==> config.mk <==
export PLATFORM = sky130hd
export DESIGN_NAME = population_rate_counter
export DESIGN_NICKNAME = d
export VERILOG_FILES = /design/src/rtl/population_rate_counter.sv
export SDC_FILE = /design/constraint.sdc
export NUM_CORES = 1
export LEC_CHECK = 0
export BUFFER_PORTS_ARGS = -buffer_cell sky130_fd_sc_hd__buf_2
export CELL_PAD_IN_SITES_DETAIL_PLACEMENT = 0
export CELL_PAD_IN_SITES_GLOBAL_PLACEMENT = 2
export CORE_AREA = 8 8 157 233
export CTS_BUF_LIST = sky130_fd_sc_hd__clkbuf_8
export CTS_CLUSTER_SIZE = 10
export DETAILED_ROUTE_END_ITERATION = 8
export DIE_AREA = 0 0 165 241
export PLACE_DENSITY = 0.89
export SLEW_MARGIN = 5
export SYNTH_ARGS = -nofsm -noshare
export SYNTH_HDL_FRONTEND = slang
export SYNTH_SLANG_ARGS = --single-unit
==> constraint.sdc <==
create_clock -name clk -period 11 [get_ports clk]
set_clock_uncertainty 0.1 [all_clocks]
set_input_delay 1.1 -clock clk [delete_from_list [all_inputs] [get_ports clk]]
set_output_delay 1.1 -clock clk [all_outputs]
set_load 0.03 [all_outputs]
==> src/rtl/population_rate_counter.sv <==
// Serial population spike counter with a sliding-window firing-rate total.
// Each accepted sweep is counted LANES bits per clock and folded into a WIN-deep ring sum.
//
//   state  | meaning
//   IDLE   | waiting for pop_valid; snapshot population_in on accept
//   COUNT  | accumulate popcount of one LANES-wide chunk per cycle
//   UPDATE | publish frame_count, update ring and window_sum
module population_rate_counter #(
   parameter int N     = 128,
   parameter int LANES = 8,
   parameter int WIN   = 16,
   parameter int CW    = $clog2(N + 1),
   parameter int SW    = $clog2(N * WIN + 1)
) (
   input  logic          clk,
   input  logic          reset,
   input  logic [N-1:0]  population_in,
   input  logic          pop_valid,
   output logic [CW-1:0] frame_count,
   output logic [SW-1:0] window_sum,
   output logic          out_valid,
   output logic          busy,
   output logic          window_full,
   output logic          overflow
);

   localparam int CHUNKS = N / LANES;
   localparam int CHW    = (CHUNKS > 1) ? $clog2(CHUNKS) : 1;
   localparam int LW     = $clog2(LANES + 1);
   localparam int PW     = (WIN > 1) ? $clog2(WIN) : 1;
   localparam int FW     = $clog2(WIN + 1);

   localparam logic [1:0] IDLE   = 2'd0;
   localparam logic [1:0] COUNT  = 2'd1;
   localparam logic [1:0] UPDATE = 2'd2;

   localparam logic [CHW-1:0] CHUNK_LAST = CHW'(CHUNKS - 1);
   localparam logic [FW-1:0]  FRAMES_MAX = FW'(WIN);

   logic [1:0]     state;
   logic [N-1:0]   shadow;
   logic [CHW-1:0] chunk;
   logic [CW-1:0]  acc;
   logic [CW-1:0]  ring [WIN];
   logic [PW-1:0]  wr_ptr;
   logic [FW-1:0]  frames_seen;
   logic [LANES-1:0] chunk_bits;
   logic [LW-1:0]  lane_cnt;

   assign chunk_bits  = shadow[int'(chunk) * LANES +: LANES];
   assign busy        = (state != IDLE);
   assign window_full = (frames_seen == FRAMES_MAX);

   always_comb begin
      lane_cnt = '0;
      for (int i = 0; i < LANES; i++) begin
         lane_cnt = lane_cnt + {{(LW - 1){1'b0}}, chunk_bits[i]};
      end
   end

   always_ff @(posedge clk) begin
      if (reset) begin
         state       <= IDLE;
         shadow      <= '0;
         chunk       <= '0;
         acc         <= '0;
         wr_ptr      <= '0;
         frames_seen <= '0;
         frame_count <= '0;
         window_sum  <= '0;
         out_valid   <= 1'b0;
         overflow    <= 1'b0;
         for (int i = 0; i < WIN; i++) begin
            ring[i] <= '0;
         end
      end else begin
         out_valid <= 1'b0;
         // Strobes arriving mid-sweep are lost; flag it so the pool timing can be diagnosed.
         if (pop_valid && (state != IDLE)) begin
            overflow <= 1'b1;
         end
         case (state)
            IDLE: begin
               if (pop_valid) begin
                  shadow <= population_in;
                  acc    <= '0;
                  chunk  <= '0;
                  state  <= COUNT;
               end
            end
            COUNT: begin
               acc   <= acc + {{(CW - LW){1'b0}}, lane_cnt};
               chunk <= chunk + 1'b1;
               if (chunk == CHUNK_LAST) begin
                  state <= UPDATE;
               end
            end
            UPDATE: begin
               // Replacing the oldest entry keeps window_sum equal to the ring total.
               window_sum   <= window_sum + {{(SW - CW){1'b0}}, acc}
                                          - {{(SW - CW){1'b0}}, ring[wr_ptr]};
               ring[wr_ptr] <= acc;
               wr_ptr       <= wr_ptr + 1'b1;
               frame_count  <= acc;
               out_valid    <= 1'b1;
               if (frames_seen != FRAMES_MAX) begin
                  frames_seen <= frames_seen + 1'b1;
               end
               state <= IDLE;
            end
            default: state <= IDLE;
         endcase
      end
   end

endmodule
==> results by stage, run 1 <==
Power and ir drop:
- The combinational power share is 9.3%.
- Of the total power, registers draw 52.8%.
- Internal power comes to 0.00178 W.
- The analysis attributes to cell leakage a power of 5.94 nW.
- The switching share of total power is 24.7%.
- The clock network is responsible for 38.0% of the overall power.
- The maximum resistive drop on vdd is 0.103 mV.
- For this design the ratio of total power to cell area is 148 nW/um2.
- Overall power consumption after layout is estimated at 0.00236 W.
- The net switching power of the design is 0.000582 W.

Finish:
- The layout has 3145 filler cells.
- The proportion of layout cells with a drive suffix above 1 is 22.0%.
- At the end of the flow, the number of nets in the layout was 1617.
- The growth of design area from synthesis to finish is 13.7%.

Die:
- The floorplan step defined a die boundary enclosing 39800 um2.
- After floorplanning, the core was divided into 82 placement rows.
- Measured along the y axis, the die boundary spans 241 um.
- In this run the horizontal extent of the chip is 165 um.
- Once the floorplan was initialized, standard cells occupied 42.3% of the core.
- In this run the standard cell core region covers 33100 um2.
- The I/O pin count is 155.

Synth:
- The library cell occupying the most area in the post-synthesis netlist is sky130_fd_sc_hd__edfxtp_1.
- The area share of the largest cell type after synthesis is 27.4%.
- In the synthesized netlist the dominant register cell turns out to be sky130_fd_sc_hd__dfxtp_1.
- The number of warnings reported in the yosys synthesis log is 0.
- After synthesis, the mean cell area works out to 10.5 um2.
- After synthesis the netlist holds a flip-flop and latch count of 305.
- After technology mapping, the gate count stands at 1333.
- The most common cell in the netlist is sky130_fd_sc_hd__nand2_1.
- The post-synthesis async set-or-reset flop share is 0%.
- After synthesis, the most frequently instantiated cells are 304 x sky130_fd_sc_hd__nand2_1, 177 x sky130_fd_sc_hd__dfxtp_1, 161 x sky130_fd_sc_hd__a21oi_1, 128 x sky130_fd_sc_hd__edfxtp_1, 102 x sky130_fd_sc_hd__nor3_1.
- The proportion of synthesized chip area in sequential cells is 52.6%.
- The synthesized design contains 128 enable-type register cells.
- The number of nets in the synthesized netlist is 1502.
- The synthesized netlist contains 48 unique library cells.
- Summing every instance area after synthesis gives 14000 um2.
- By area the synthesized netlist is led by sky130_fd_sc_hd__edfxtp_1 27%, sky130_fd_sc_hd__dfxtp_1 25%, sky130_fd_sc_hd__mux4_2 12%.

Timing:
- Adding up every negative setup slack in the final design gives 0 ns.
- The number of setup violations in the final report is 0.
- The minimum clock period is 5.47 ns.
- The relative slew slack is 13.5%.
- The post-route clock period utilization is 49.7%.
- Setup repair after global routing left no endpoint under its margin.
- The smallest hold slack is 0.349 ns.
- The count of endpoints failing hold in the final timing report was 0.
- The count of pins over their slew limit is 0.
- The maximum achievable frequency is 0.183 GHz.
- The slew at the pin with the worst max-slew slack is 1.30 ns.

Detailed routing:
- The total number of vias is 10400.
- The via count normalized by instance count is 5.49.
- For this block, the routed nets add up to 37.7 mm of wire.
- The remaining antenna violation count is 0.
- In the final routed layout, each cell accounts on average for 19.8 um.
- The detailed router finished its first iteration with 755 violations.
- After detailed routing, the number of remaining DRC violations is 0.
- For this run, the detailed router's first-pass iteration total came to 5.

Clock network:
- Once the clock tree was built, the resizer swapped 0 gates to a different size.
- The H-tree level count is 2.
- The number of clock sinks seen by CTS is 305.
- TritonCTS built the clock tree.
- The root buffer cell is sky130_fd_sc_hd__clkbuf_8.
- After clock tree synthesis, the setup repair step added 0 buffers.
- The TritonCTS buffer count is 47.
- The clock passes through at most 3 buffers.
- Clock-pin slew was measured on the worst setup and hold paths at 0.06 ns.
- The clock reaches the later pin of the worst-skew pair after 0.58 ns.
- The hold buffer count at cts is 0.

Status:
- The run finished with clean final reports.

GRT:
- In the global route stage, overall resource usage came out at 19.0%.
- Entering global routing, the biggest net connects 102 pins.
- The via count of the first global-routing pass was 10700.
- The initial antenna violation count is 1.
- After global routing the overflow that remains totals 0.
- The wire length of the first global-routing pass is 58.5 mm.

Worst setup path:
- The worst setup path is launched from a flip-flop.
- The setup path with the least slack is of type reg2reg.
- STA classifies the critical path endpoint as a flip-flop.
- Data on the critical path arrives at its endpoint at 5.80 ns.
- Along the worst path, the maximum fanout reaches 20.
- STA puts the critical path data required time at 11.33 ns.

Min path:
- The classification of the worst-slack hold path is reg2reg.

Placed design:
- During placement, the flow inserted port buffers numbering 154.
- Detailed placement finished with a half-perimeter wire length of 25.8 mm.
- The weighted congestion at the end of routability-driven global placement is 0.809.

Job:
- The number of max-cap violations is 0.
-- cell usage in the layout, fill, tap and decap left out, drive strengths merged, types with 4 or more instances in the layout --
cell type and n:
inv 63, a21oi 161, nand4 5, xor2 8, nand2b 6, edfxtp 128, dfxtp 177, nor2 29
nor2b 4, nor3 102, nand2 304, o21ai 21, clkinv 17, mux4 80, o2111ai 4, buf 184
xnor2 5, clkbuf 54, nor4 35, fa 13, ha 25, a211oi 5, nand3 10, o31ai 4
-- worst paths after layout --
kind / slack (ns) / startpoint / to / cells after the start
worst max-delay path: 5.53 / chunk[0] / acc[6] / 18
worst min-delay path: 0.35 / shadow[93] / shadow[93] / 2
worst max register to register: 5.53 / chunk[0] / acc[6] / 18
worst min register to register: 0.35 / shadow[93] / shadow[93] / 2
-- flip-flops by register name (all words and copies together) (netlist names), named ones only --
register	flops
wr_ptr	4
window_sum	12
shadow	128
chunk	4
acc	8
ring	128
frames_seen	5
overflow	1
out_valid	1
frame_count	8
state	2
-- layout make-up --
| cell class | instances | area, um2 | share of cell area (%) |
|---|---|---|---|
| Sequential cell | 305 | 7390 | 46.3 |
| Tap cell | 420 | 526 | 3.29 |
| Inverter | 55 | 206 | 1.29 |
| Clock buffer | 54 | 743 | 4.66 |
| Clock inverter | 26 | 131 | 0.823 |
| Antenna cell | 1 | 2.50 | 0.0157 |
| Multi-Input combinational cell | 855 | 5950 | 37.3 |
| Timing Repair Buffer | 184 | 1000 | 6.28 |
-- critical path, stage by stage (launching register included) --
cell	delay, ns
sky130_fd_sc_hd__dfxtp_2	0.67
sky130_fd_sc_hd__buf_4	0.45
sky130_fd_sc_hd__mux4_1	0.68
sky130_fd_sc_hd__mux4_2	0.49
sky130_fd_sc_hd__inv_1	0.09
sky130_fd_sc_hd__fa_1	0.41
sky130_fd_sc_hd__inv_1	0.09
sky130_fd_sc_hd__fa_1	0.38
sky130_fd_sc_hd__inv_1	0.09
sky130_fd_sc_hd__fa_1	0.38
sky130_fd_sc_hd__inv_1	0.09
sky130_fd_sc_hd__fa_1	0.20
sky130_fd_sc_hd__inv_1	0.06
sky130_fd_sc_hd__fa_1	0.39
sky130_fd_sc_hd__nor2b_1	0.16
sky130_fd_sc_hd__o21ai_0	0.12
sky130_fd_sc_hd__a211oi_1	0.28
sky130_fd_sc_hd__xnor2_1	0.16
sky130_fd_sc_hd__nor3_1	0.06
-- routing by layer --
metal  vias to the layer above  GRT usage (%)  wire length (um)
met2                       313           34.1             19900
li1                       4977              -                 -
met1                      5056           20.8             14200
met4                         0           9.75              1730
met3                        80           3.57              1830
met5                         -              0                 0
-- per-stage QoR --
stage / cell area [um2] / worst slack (ns) / util (%) / std cells
final: 16000 / 5.53 / 48.2 / 1900
after global routing: 16000 / 5.12 / 48.2 / 1900
after CTS: 16000 / 5.44 / 48.1 / 1899
after detailed placement: 15100 / 5.43 / 45.5 / 1819
after global placement: 15100 / 5.42 / 45.5 / 1819
after floorplan: 14000 / 6.30 / - / 1333
-- cell families after synthesis --
kind of cell    synth area share [%]
xor+xnor                       0.811
buf+inv                         5.06
simple gates                    15.7
mux                             13.3
compound gates                  8.45
flops                           52.6
fa+ha+maj                       4.08
-- power groups by stage --
stage	combinational [W]	sequential [W]	clock, W
after floorplan	0.000149	0.00126	0
after global placement	0.000219	0.00127	0
after detailed placement	0.000222	0.00127	0
after CTS	0.000222	0.00125	0.000920
after global routing	0.000243	0.00125	0.000965
final	0.000219	0.00125	0.000896
Note: power is estimated with default switching activity, not from simulation.
==> run 2: changes to the inputs <==
--- a/config.mk
+++ b/config.mk
@@ -5,15 +5,16 @@
 export SDC_FILE = /design/constraint.sdc
 export NUM_CORES = 1
 export LEC_CHECK = 0
+export ABC_AREA = 1
 export BUFFER_PORTS_ARGS = -buffer_cell sky130_fd_sc_hd__buf_2
 export CELL_PAD_IN_SITES_DETAIL_PLACEMENT = 0
 export CELL_PAD_IN_SITES_GLOBAL_PLACEMENT = 2
-export CORE_AREA = 8 8 157 233
+export CORE_AREA = 8 8 179 266
 export CTS_BUF_LIST = sky130_fd_sc_hd__clkbuf_8
 export CTS_CLUSTER_SIZE = 10
 export DETAILED_ROUTE_END_ITERATION = 8
-export DIE_AREA = 0 0 165 241
-export PLACE_DENSITY = 0.89
+export DIE_AREA = 0 0 187 274
+export PLACE_DENSITY = 0.8
 export SLEW_MARGIN = 5
 export SYNTH_ARGS = -nofsm -noshare
 export SYNTH_HDL_FRONTEND = slang
==> constraint.sdc (replaced) <==
create_clock -name clk -period 4.75 [get_ports clk]
set_clock_uncertainty 0.1 [all_clocks]
set_input_delay 0.475 -clock clk [delete_from_list [all_inputs] [get_ports clk]]
set_output_delay 0.475 -clock clk [all_outputs]
set_load 0.03 [all_outputs]
==> results by stage, run 2 <==
Min path:
- The classification of the worst-slack hold path is in2reg.

Power and ir drop:
- The maximum resistive drop on vdd is 0.166 mV (+62%).
- The leakage power is 7.08 nW (+19%).
- The total power divided by cell area is 343 nW/um2 (+130%).
- The clock network fraction of design power is 36.7% (-1.3 points).
- The share of total power in sequential cells is 49.3% (-3.5 points).
- The combinational power share came to 14.0% (+4.7 points).
- The cell internal power dissipation is 0.00426 W (+140%).
- The net switching power of the design is 0.00164 W (+180%).
- The switching share of total power is 27.8% (+3.1 points).

Timing:
- The minimum clock period was 4.32 ns (-1.15 ns).
- The count of pins over their slew limit is 0 (unchanged).
- The post-route clock period utilization is 90.9% (+41 points).
- Setup repair after global routing left no endpoint under its margin.
- The total negative setup slack came to 0 ns (unchanged).
- The slew at the pin with the worst max-slew slack is 1.11 ns (-0.190 ns).
- The count of endpoints failing hold in the final timing report is 0 (unchanged).
- The maximum achievable frequency is 0.232 GHz (+27%).
- The number of setup violations in the final report is 0 (unchanged).
- The smallest hold slack is 0.0389 ns (-0.310 ns).
- The relative slew slack was 26.2% (+13 points).

Synth:
- The commonest cells after synthesis are 302 x sky130_fd_sc_hd__nor2_1, 234 x sky130_fd_sc_hd__nand2_1, 222 x sky130_fd_sc_hd__o21ai_0, 185 x sky130_fd_sc_hd__nand3_1, 177 x sky130_fd_sc_hd__dfxtp_1.
- The number of warnings reported in the yosys synthesis log is 0 (unchanged).
- The library cell occupying the most area in the post-synthesis netlist is sky130_fd_sc_hd__edfxtp_1.
- The number of flip-flops and latches in the synthesized netlist is 305 (unchanged).
- The number of flops mapped to enable cells by yosys is 128 (unchanged).
- The synthesized area divided by synthesized cell count is 8.16 um2 (-22%).
- The post-synth net total is 1913 (+27%).
- The post-synthesis async set-or-reset flop share is 0% (unchanged).
- The area share of the largest cell type after synthesis is 27.0% (-0.39 points).
- The commonest register cell after synthesis is sky130_fd_sc_hd__dfxtp_1.
- In the post-synthesis netlist, the cell with the most instances is sky130_fd_sc_hd__nor2_1.
- The total standard cell area after synthesis came to 14200 um2 (+1.5%).
- The gate count of the mapped netlist came to 1744 (+31%).
- The number of unique standard cell types used by synthesis came to 37 (-23%).
- Yosys attributes the largest share of cell area to sky130_fd_sc_hd__edfxtp_1 27%, sky130_fd_sc_hd__dfxtp_1 25%, sky130_fd_sc_hd__nor2_1 8.0%.
- The proportion of synthesized chip area in sequential cells came to 51.9% (-0.76 points).

Detailed routing:
- The DRC violation total after the first TritonRoute iteration was 653 (-14%).
- The via count normalized by instance count is 4.81 (-12%).
- The total wire length after detailed routing is 44.5 mm (+18%).
- The total number of vias is 12300 (+18%).
- The DRC violation count after routing was 0 (unchanged).
- The routed length per placed instance is 17.4 um (-12%).
- The first-pass iteration count of the detailed router came to 5 (unchanged).
- The remaining antenna violation count is 0 (unchanged).

Die:
- The horizontal die dimension is 187 um (+13%).
- The placeable core region is 43600 um2 (+32%).
- The effective utilization at floorplan came to 32.6% (-9.7 points).
- The floorplan row count is 94 (+15%).
- The die span in y is 274 um (+14%).
- The I/O pin count is 155 (unchanged).
- The overall die area is 51200 um2 (+29%).

Clock network:
- The H-tree level count is 2 (unchanged).
- The tree is rooted in a sky130_fd_sc_hd__clkbuf_8.
- The post-CTS resize count is 0 (unchanged).
- The TritonCTS buffer count was 48 (+2.1%).
- The number of clock sinks seen by CTS is 305 (unchanged).
- The clock slew seen by the registers of the worst setup and hold paths is 0.06 ns (about the same).
- The source-to-sink clock delay at the later pin of the worst-skew pair is 0.60 ns (+0.02 ns).
- The maximum number of buffers from clock root to sink was 3 (unchanged).
- The clock tree from TritonCTS is built.

GRT:
- The remaining global-route overflow came to 0 (unchanged).
- The wire length of the first global-routing pass was 69.8 mm (+19%).
- The pin count of the biggest net entering global routing came to 102 (unchanged).
- The global-route usage over all layers is 17.1% (-1.9 points).
- The initial antenna violation count is 1 (unchanged).
- The via count of the first global-routing pass came to 12500 (+17%).

Placed design:
- The HPWL after detailed placement is 31.5 mm (+22%).
- The count of buffers from port buffering is 154 (unchanged).
- The number of placed instances with taps included is 2397 (+32%).
- The weighted congestion at the end of routability-driven global placement is 0.871 (+7.6%).

Finish:
- The library cell used most frequently in the layout, excluding fill and tap cells, is sky130_fd_sc_hd__nor2_1.
- The final net count is 2111 (+31%).
- The final cell count without fillers came to 2558 (+35%).
- From synthesis to final layout, the design area changed by 20.8%.
- The sequential cell area was 7390 um2 (about the same).
- The number of fill cells in the layout is 4569 (+45%).
- The combined area of the multi-input logic cells is 5780 um2 (-3.0%).
- The largest registers in the layout are ring: 128 flops, shadow: 128 flops, window_sum: 12 flops.
- The proportion of layout cells with a drive suffix above 1 came to 14.3% (-7.7 points).
- Leaving out fill and tap cells, the most frequent cells in the layout are 302 x sky130_fd_sc_hd__nor2_1, 233 x sky130_fd_sc_hd__nand2_1, 222 x sky130_fd_sc_hd__o21ai_0.

Worst setup path:
- The sort of element at the start of the critical path is a flip-flop.
- The slowest cell on the critical path is sky130_fd_sc_hd__fa_1.
- The biggest cell delay along the critical path is 0.54 ns (-0.14 ns).
- The largest driver fanout on the critical path came to 42 (+110%).
- The critical path required time is 5.18 ns (-6.15 ns).
- The category of the most critical setup path is reg2reg.
- The signal on the critical path passes through inv_1 -> buf_12 -> a21oi_1 -> o21ai_0 -> nand3_1 -> nand3_1 -> nand2_1 -> inv_1 -> fa_1 -> inv_1 -> fa_1 -> inv_1 -> fa_1 -> inv_1 -> fa_1 -> inv_1 -> fa_1 -> inv_1 -> nand3_1 -> nand2_1 -> nand2_1 -> nand2_1 -> a21oi_1.
- The worst path arrival time came to 4.74 ns (-1.06 ns).
- The register-to-register setup slack came to 0.43 ns (-5.10 ns).
- The most numerous cell type found on the critical path is sky130_fd_sc_hd__inv_1.
- The worst setup path is captured at a flip-flop.

Status:
- The run finished with clean final reports.

Job:
- The number of max-cap violations is 0 (unchanged).
==> run 2: cell types whose count changed after synthesis, moves of 63 or more <==
cell                      change
sky130_fd_sc_hd__inv_1      +104
sky130_fd_sc_hd__a21oi_1     -63
sky130_fd_sc_hd__nand2_1     -70
sky130_fd_sc_hd__o21ai_0    +201
sky130_fd_sc_hd__nand3_1    +175
sky130_fd_sc_hd__nor3_1      -98
sky130_fd_sc_hd__mux4_2      -72
sky130_fd_sc_hd__nor2_1     +273
==> run 2: timing repair <==
item                      in CTS  in global routing
setup buffers                  0                  0
hold endpoints to repair      71                  0
hold buffers                  71                  0
==> run 2: power by group through the flow <==
stage	clock network [W]	registers (W)	logic, W
final	0.00216	0.00291	0.000826
after global routing	0.00235	0.00292	0.000935
after CTS	0.00224	0.00291	0.000846
after detailed placement	0	0.00297	0.000798
after global placement	0	0.00296	0.000775
after floorplan	0	0.00295	0.000506
==> run 2: worst paths after layout <==
path                     start    endpoint  depth (start not counted)
min reg2reg         shadow[32]  shadow[32]                          2
min          population_in[46]  shadow[46]                          3
max                   chunk[0]      acc[6]                         23
max reg2reg           chunk[0]      acc[6]                         23
==> run 2: cell type report <==
type | instances | area share, %
antenna | 1 | 0.0145
clock buffer | 58 | 4.64
clock inverter | 31 | 0.786
inverter | 167 | 3.67
multi-input combinational | 1164 | 33.6
sequential | 305 | 42.9
tap | 576 | 4.19
timing repair buffer | 256 | 10.2
==> run 2: cells by family after synthesis <==
| group | Yosys count | share of synthesized area, % |
|---|---|---|
| compound gates | 371 | 14.0 |
| fa+ha+maj | 38 | 4.03 |
| flops | 305 | 51.9 |
| simple gates | 751 | 22.3 |
| buf+inv | 275 | 7.56 |
| xor+xnor | 4 | 0.246 |
==> run 2: worst max-delay path, delay by kind of cell (launching register included) <==
family                   cells  cell delay [ns]
adder cells (fa/ha/maj)      5             2.14
AND/OR/NAND/NOR              7             0.56
buffers and inverters        8             0.71
flip-flops                   1             0.35
AO/OA/AOI/OAI                3             0.40
==> run 2: layer usage <==
metal	GRT usage [%]	wire length, um	vias to the layer above
li1	-	-	6206
met1	18.1	17300	5751
met2	33.2	24100	251
met3	2.75	1580	85
met4	6.62	1540	0
met5	0	0	-
==> run 2: through the flow <==
stage | utilization [%] | setup WS [ns] | area, um2 | total power [W]
after global routing | 39.4 | 0.0588 | 17200 | 0.00620
after global placement | 35.7 | 0.462 | 15600 | 0.00374
after CTS | 39.4 | 0.449 | 17200 | 0.00600
after floorplan | - | 0.691 | 14200 | 0.00345
after detailed placement | 35.7 | 0.418 | 15600 | 0.00376
final | 39.4 | 0.433 | 17200 | 0.00590
==> run 3: changes to the inputs <==
--- a/config.mk
+++ b/config.mk
@@ -10,10 +10,11 @@
 export CELL_PAD_IN_SITES_DETAIL_PLACEMENT = 0
 export CELL_PAD_IN_SITES_GLOBAL_PLACEMENT = 2
 export CORE_AREA = 8 8 179 266
-export CTS_BUF_LIST = sky130_fd_sc_hd__clkbuf_8
+export CTS_BUF_LIST = sky130_fd_sc_hd__clkbuf_4 sky130_fd_sc_hd__clkbuf_8
 export CTS_CLUSTER_SIZE = 10
 export DETAILED_ROUTE_END_ITERATION = 8
 export DIE_AREA = 0 0 187 274
+export GPL_ROUTABILITY_DRIVEN = 0
 export PLACE_DENSITY = 0.8
 export SLEW_MARGIN = 5
 export SYNTH_ARGS = -nofsm -noshare
==> results by stage, run 3 (synthesized netlist as in run 2, its figures left out) <==
Worst setup path:
- The critical path required time is 5.18 ns (about the same).
- The biggest cell delay along the critical path is 0.54 ns (about the same).
- The cell family with the largest share of critical-path delay is adder cells.
- The worst path arrival time was 4.76 ns (+0.02 ns).
- The category of the most critical setup path is reg2reg.
- The critical path startpoint is chunk[0].
- Traced cell by cell, the critical path runs through inv_1 -> buf_12 -> a21oi_1 -> o21ai_0 -> nand3_1 -> nand3_1 -> nand2_1 -> inv_1 -> fa_1 -> inv_1 -> fa_1 -> inv_1 -> fa_1 -> inv_1 -> fa_1 -> inv_1 -> fa_1 -> inv_1 -> nand3_1 -> nand2_1 -> nand2_1 -> nand2_1 -> a21oi_1.
- The kind of end point of the critical path is a flip-flop.
- The count of buffer and inverter cells on the critical path was 8 (unchanged).
- The largest driver fanout on the critical path is 42 (unchanged).
- The register-to-register setup slack is 0.42 ns (about the same).
- STA classifies the critical path startpoint as a flip-flop.
- The length in cells of the worst reg-to-reg path is 23 (unchanged).
- The slowest cell on the critical path is sky130_fd_sc_hd__fa_1.
- The most numerous cell type found on the critical path is sky130_fd_sc_hd__inv_1.
- The capture instance of the worst register-to-register path is acc[6].
- The worst register-to-register path begins at chunk[0].

Clock network:
- The clock slew seen by the registers of the worst setup and hold paths is 0.06 ns (about the same).
- The TritonCTS buffer count was 48 (unchanged).
- The source-to-sink clock delay at the later pin of the worst-skew pair is 0.60 ns (about the same).
- TritonCTS built the clock tree.
- The H-tree level count is 2 (unchanged).
- The root buffer cell is sky130_fd_sc_hd__clkbuf_8.
- The maximum number of buffers from clock root to sink is 3 (unchanged).
- The number of clock sinks seen by CTS is 305 (unchanged).
- The post-CTS resize count is 0 (unchanged).

Detailed routing:
- The DRC violation total after the first TritonRoute iteration is 647 (-0.92%).
- The first-pass iteration count of the detailed router came to 5 (unchanged).
- The total wire length after detailed routing is 44.5 mm (about the same).
- The total number of vias is 12200 (-0.45%).
- The DRC violation count after routing is 0 (unchanged).
- The remaining antenna violation count came to 0 (unchanged).
- The via count normalized by instance count is 4.79 (-0.33%).
- The routed length per placed instance is 17.4 um (about the same).

Placed design:
- The count of buffers from port buffering was 154 (unchanged).
- The HPWL after detailed placement is 31.5 mm (unchanged).

Power and ir drop:
- The total power divided by cell area was 349 nW/um2 (+1.7%).
- The maximum resistive drop on vdd is 0.164 mV (-1.4%).
- The post-route total power is 0.00600 W (+1.8%).
- The leakage power is 7.06 nW (-0.31%).

Finish:
- The library cell used most frequently in the layout, excluding fill and tap cells, is sky130_fd_sc_hd__nor2_1.
- The combined area of the multi-input logic cells is 5780 um2 (unchanged).
- Leaving out fill and tap cells, the most frequent cells in the layout are 302 x sky130_fd_sc_hd__nor2_1, 233 x sky130_fd_sc_hd__nand2_1, 222 x sky130_fd_sc_hd__o21ai_0.
- The core occupancy in the finished layout is 39.5% (+0.043 points).
- The proportion of layout cells with a drive suffix above 1 is 15.0% (+0.68 points).
- The number of fill cells in the layout came to 4559 (-0.22%).
- Compared with the post-synthesis result, the final layout area differs by 21.0%.
- The sequential cell area is 7390 um2 (unchanged).
- The largest registers in the layout are ring: 128 flops, shadow: 128 flops, window_sum: 12 flops.
- The final net count is 2108 (-0.14%).

Timing:
- The slew at the pin with the worst max-slew slack came to 1.11 ns (+0.00199 ns).
- The number of setup violations in the final report is 0 (unchanged).
- The count of endpoints failing hold in the final timing report is 0 (unchanged).
- The minimum clock period was 4.33 ns (+0.00900 ns).
- Setup repair after global routing left no endpoint under its margin.
- The total negative setup slack is 0 ns (unchanged).
- The post-route clock period utilization was 91.1% (+0.19 points).
- The smallest hold slack is 0.0348 ns (-0.00406 ns).
- The relative slew slack is 26.1% (-0.13 points).
- The count of pins over their slew limit came to 0 (unchanged).
- The maximum achievable frequency is 0.231 GHz (-0.21%).

Die:
- The placeable core region is 43600 um2 (unchanged).
- The I/O pin count came to 155 (unchanged).
- The die span in y is 274 um (unchanged).
- The horizontal die dimension was 187 um (unchanged).
- The effective utilization at floorplan was 32.6% (unchanged).
- The floorplan row count is 94 (unchanged).
- The overall die area is 51200 um2 (unchanged).

Job:
- The number of max-cap violations is 0 (unchanged).

GRT:
- The pin count of the biggest net entering global routing came to 102 (unchanged).
- The via count of the first global-routing pass is 12500 (-0.064%).
- The global-route usage over all layers is 17.1% (about the same).
- The initial antenna violation count came to 1 (unchanged).
- The remaining global-route overflow is 0 (unchanged).
- The wire length of the first global-routing pass is 69.9 mm (about the same).

Min path:
- The number of stages on the worst hold path was 3 (unchanged).
- The hold path endpoint is shadow[46].
- The classification of the worst-slack hold path is in2reg.
- The worst min-delay path startpoint is population_in[46].

Status:
- The flow ran to the end, and the final reports show no timing, DRC or antenna violations.
[run 3: worst max path at each step]
| stage | slack [ns] | end | cells past startpoint |
|---|---|---|---|
| detailed placement | 0.42 | acc[6] | 23 |
| CTS | 0.44 | acc[6] | 21 |
| global placement | 0.46 | acc[6] | 21 |
| global route | 0.06 | acc[6] | 23 |
| floorplan | 0.69 | acc[6] | 22 |
| finish | 0.42 | acc[6] | 23 |
[run 3: report_power, final]
group	switching, W	leakage (nW)	internal, W
logic	0.000533	3.83	0.000291
registers	0.0000515	2.71	0.00286
clock network	0.00106	0.525	0.00121
[run 3: through the flow]
step	worst slack, ns	instance area, um2	cells
floorplan	0.691	14200	1744
global placement	0.462	15600	2397
detailed placement	0.418	15600	2397
CTS	0.442	17200	2554
global route	0.0576	17200	2555
finish	0.424	17200	2555
[run 3: worst register-to-register path: cells and delay by family (launching register included)]
kind / cells / cell delay (ns)
adders and majority gates: 5 / 2.14
buffers and inverters: 8 / 0.71
and+or+nand+nor: 7 / 0.56
AOI/OAI and AO/OA: 3 / 0.42
DFF: 1 / 0.35
[run 3: routing by layer]
metal	global-route usage, %	vias to the layer above	part of all wire (%)
met5	0	-	0
met4	6.47	0	3.3
met3	2.68	81	3.7
met2	33.3	268	54
met1	18.2	5691	39
li1	-	6198	-
[run 3: area by class of cell]
| cell class | count | area share [%] |
|---|---|---|
| diodes | 1 | 0.0145 |
| clock buffers | 71 | 5.20 |
| clock inverters | 18 | 0.501 |
| inverters | 167 | 3.66 |
| multi-input cells | 1164 | 33.5 |
| flip-flops and latches | 305 | 42.9 |
| well taps | 576 | 4.18 |
| repair buffers | 253 | 10.0 |
[run 3: timing repair]
item | in CTS | in global routing
buffers inserted | 0 | 0
endpoints found under the hold margin | 68 | 0
hold buffers | 68 | 0
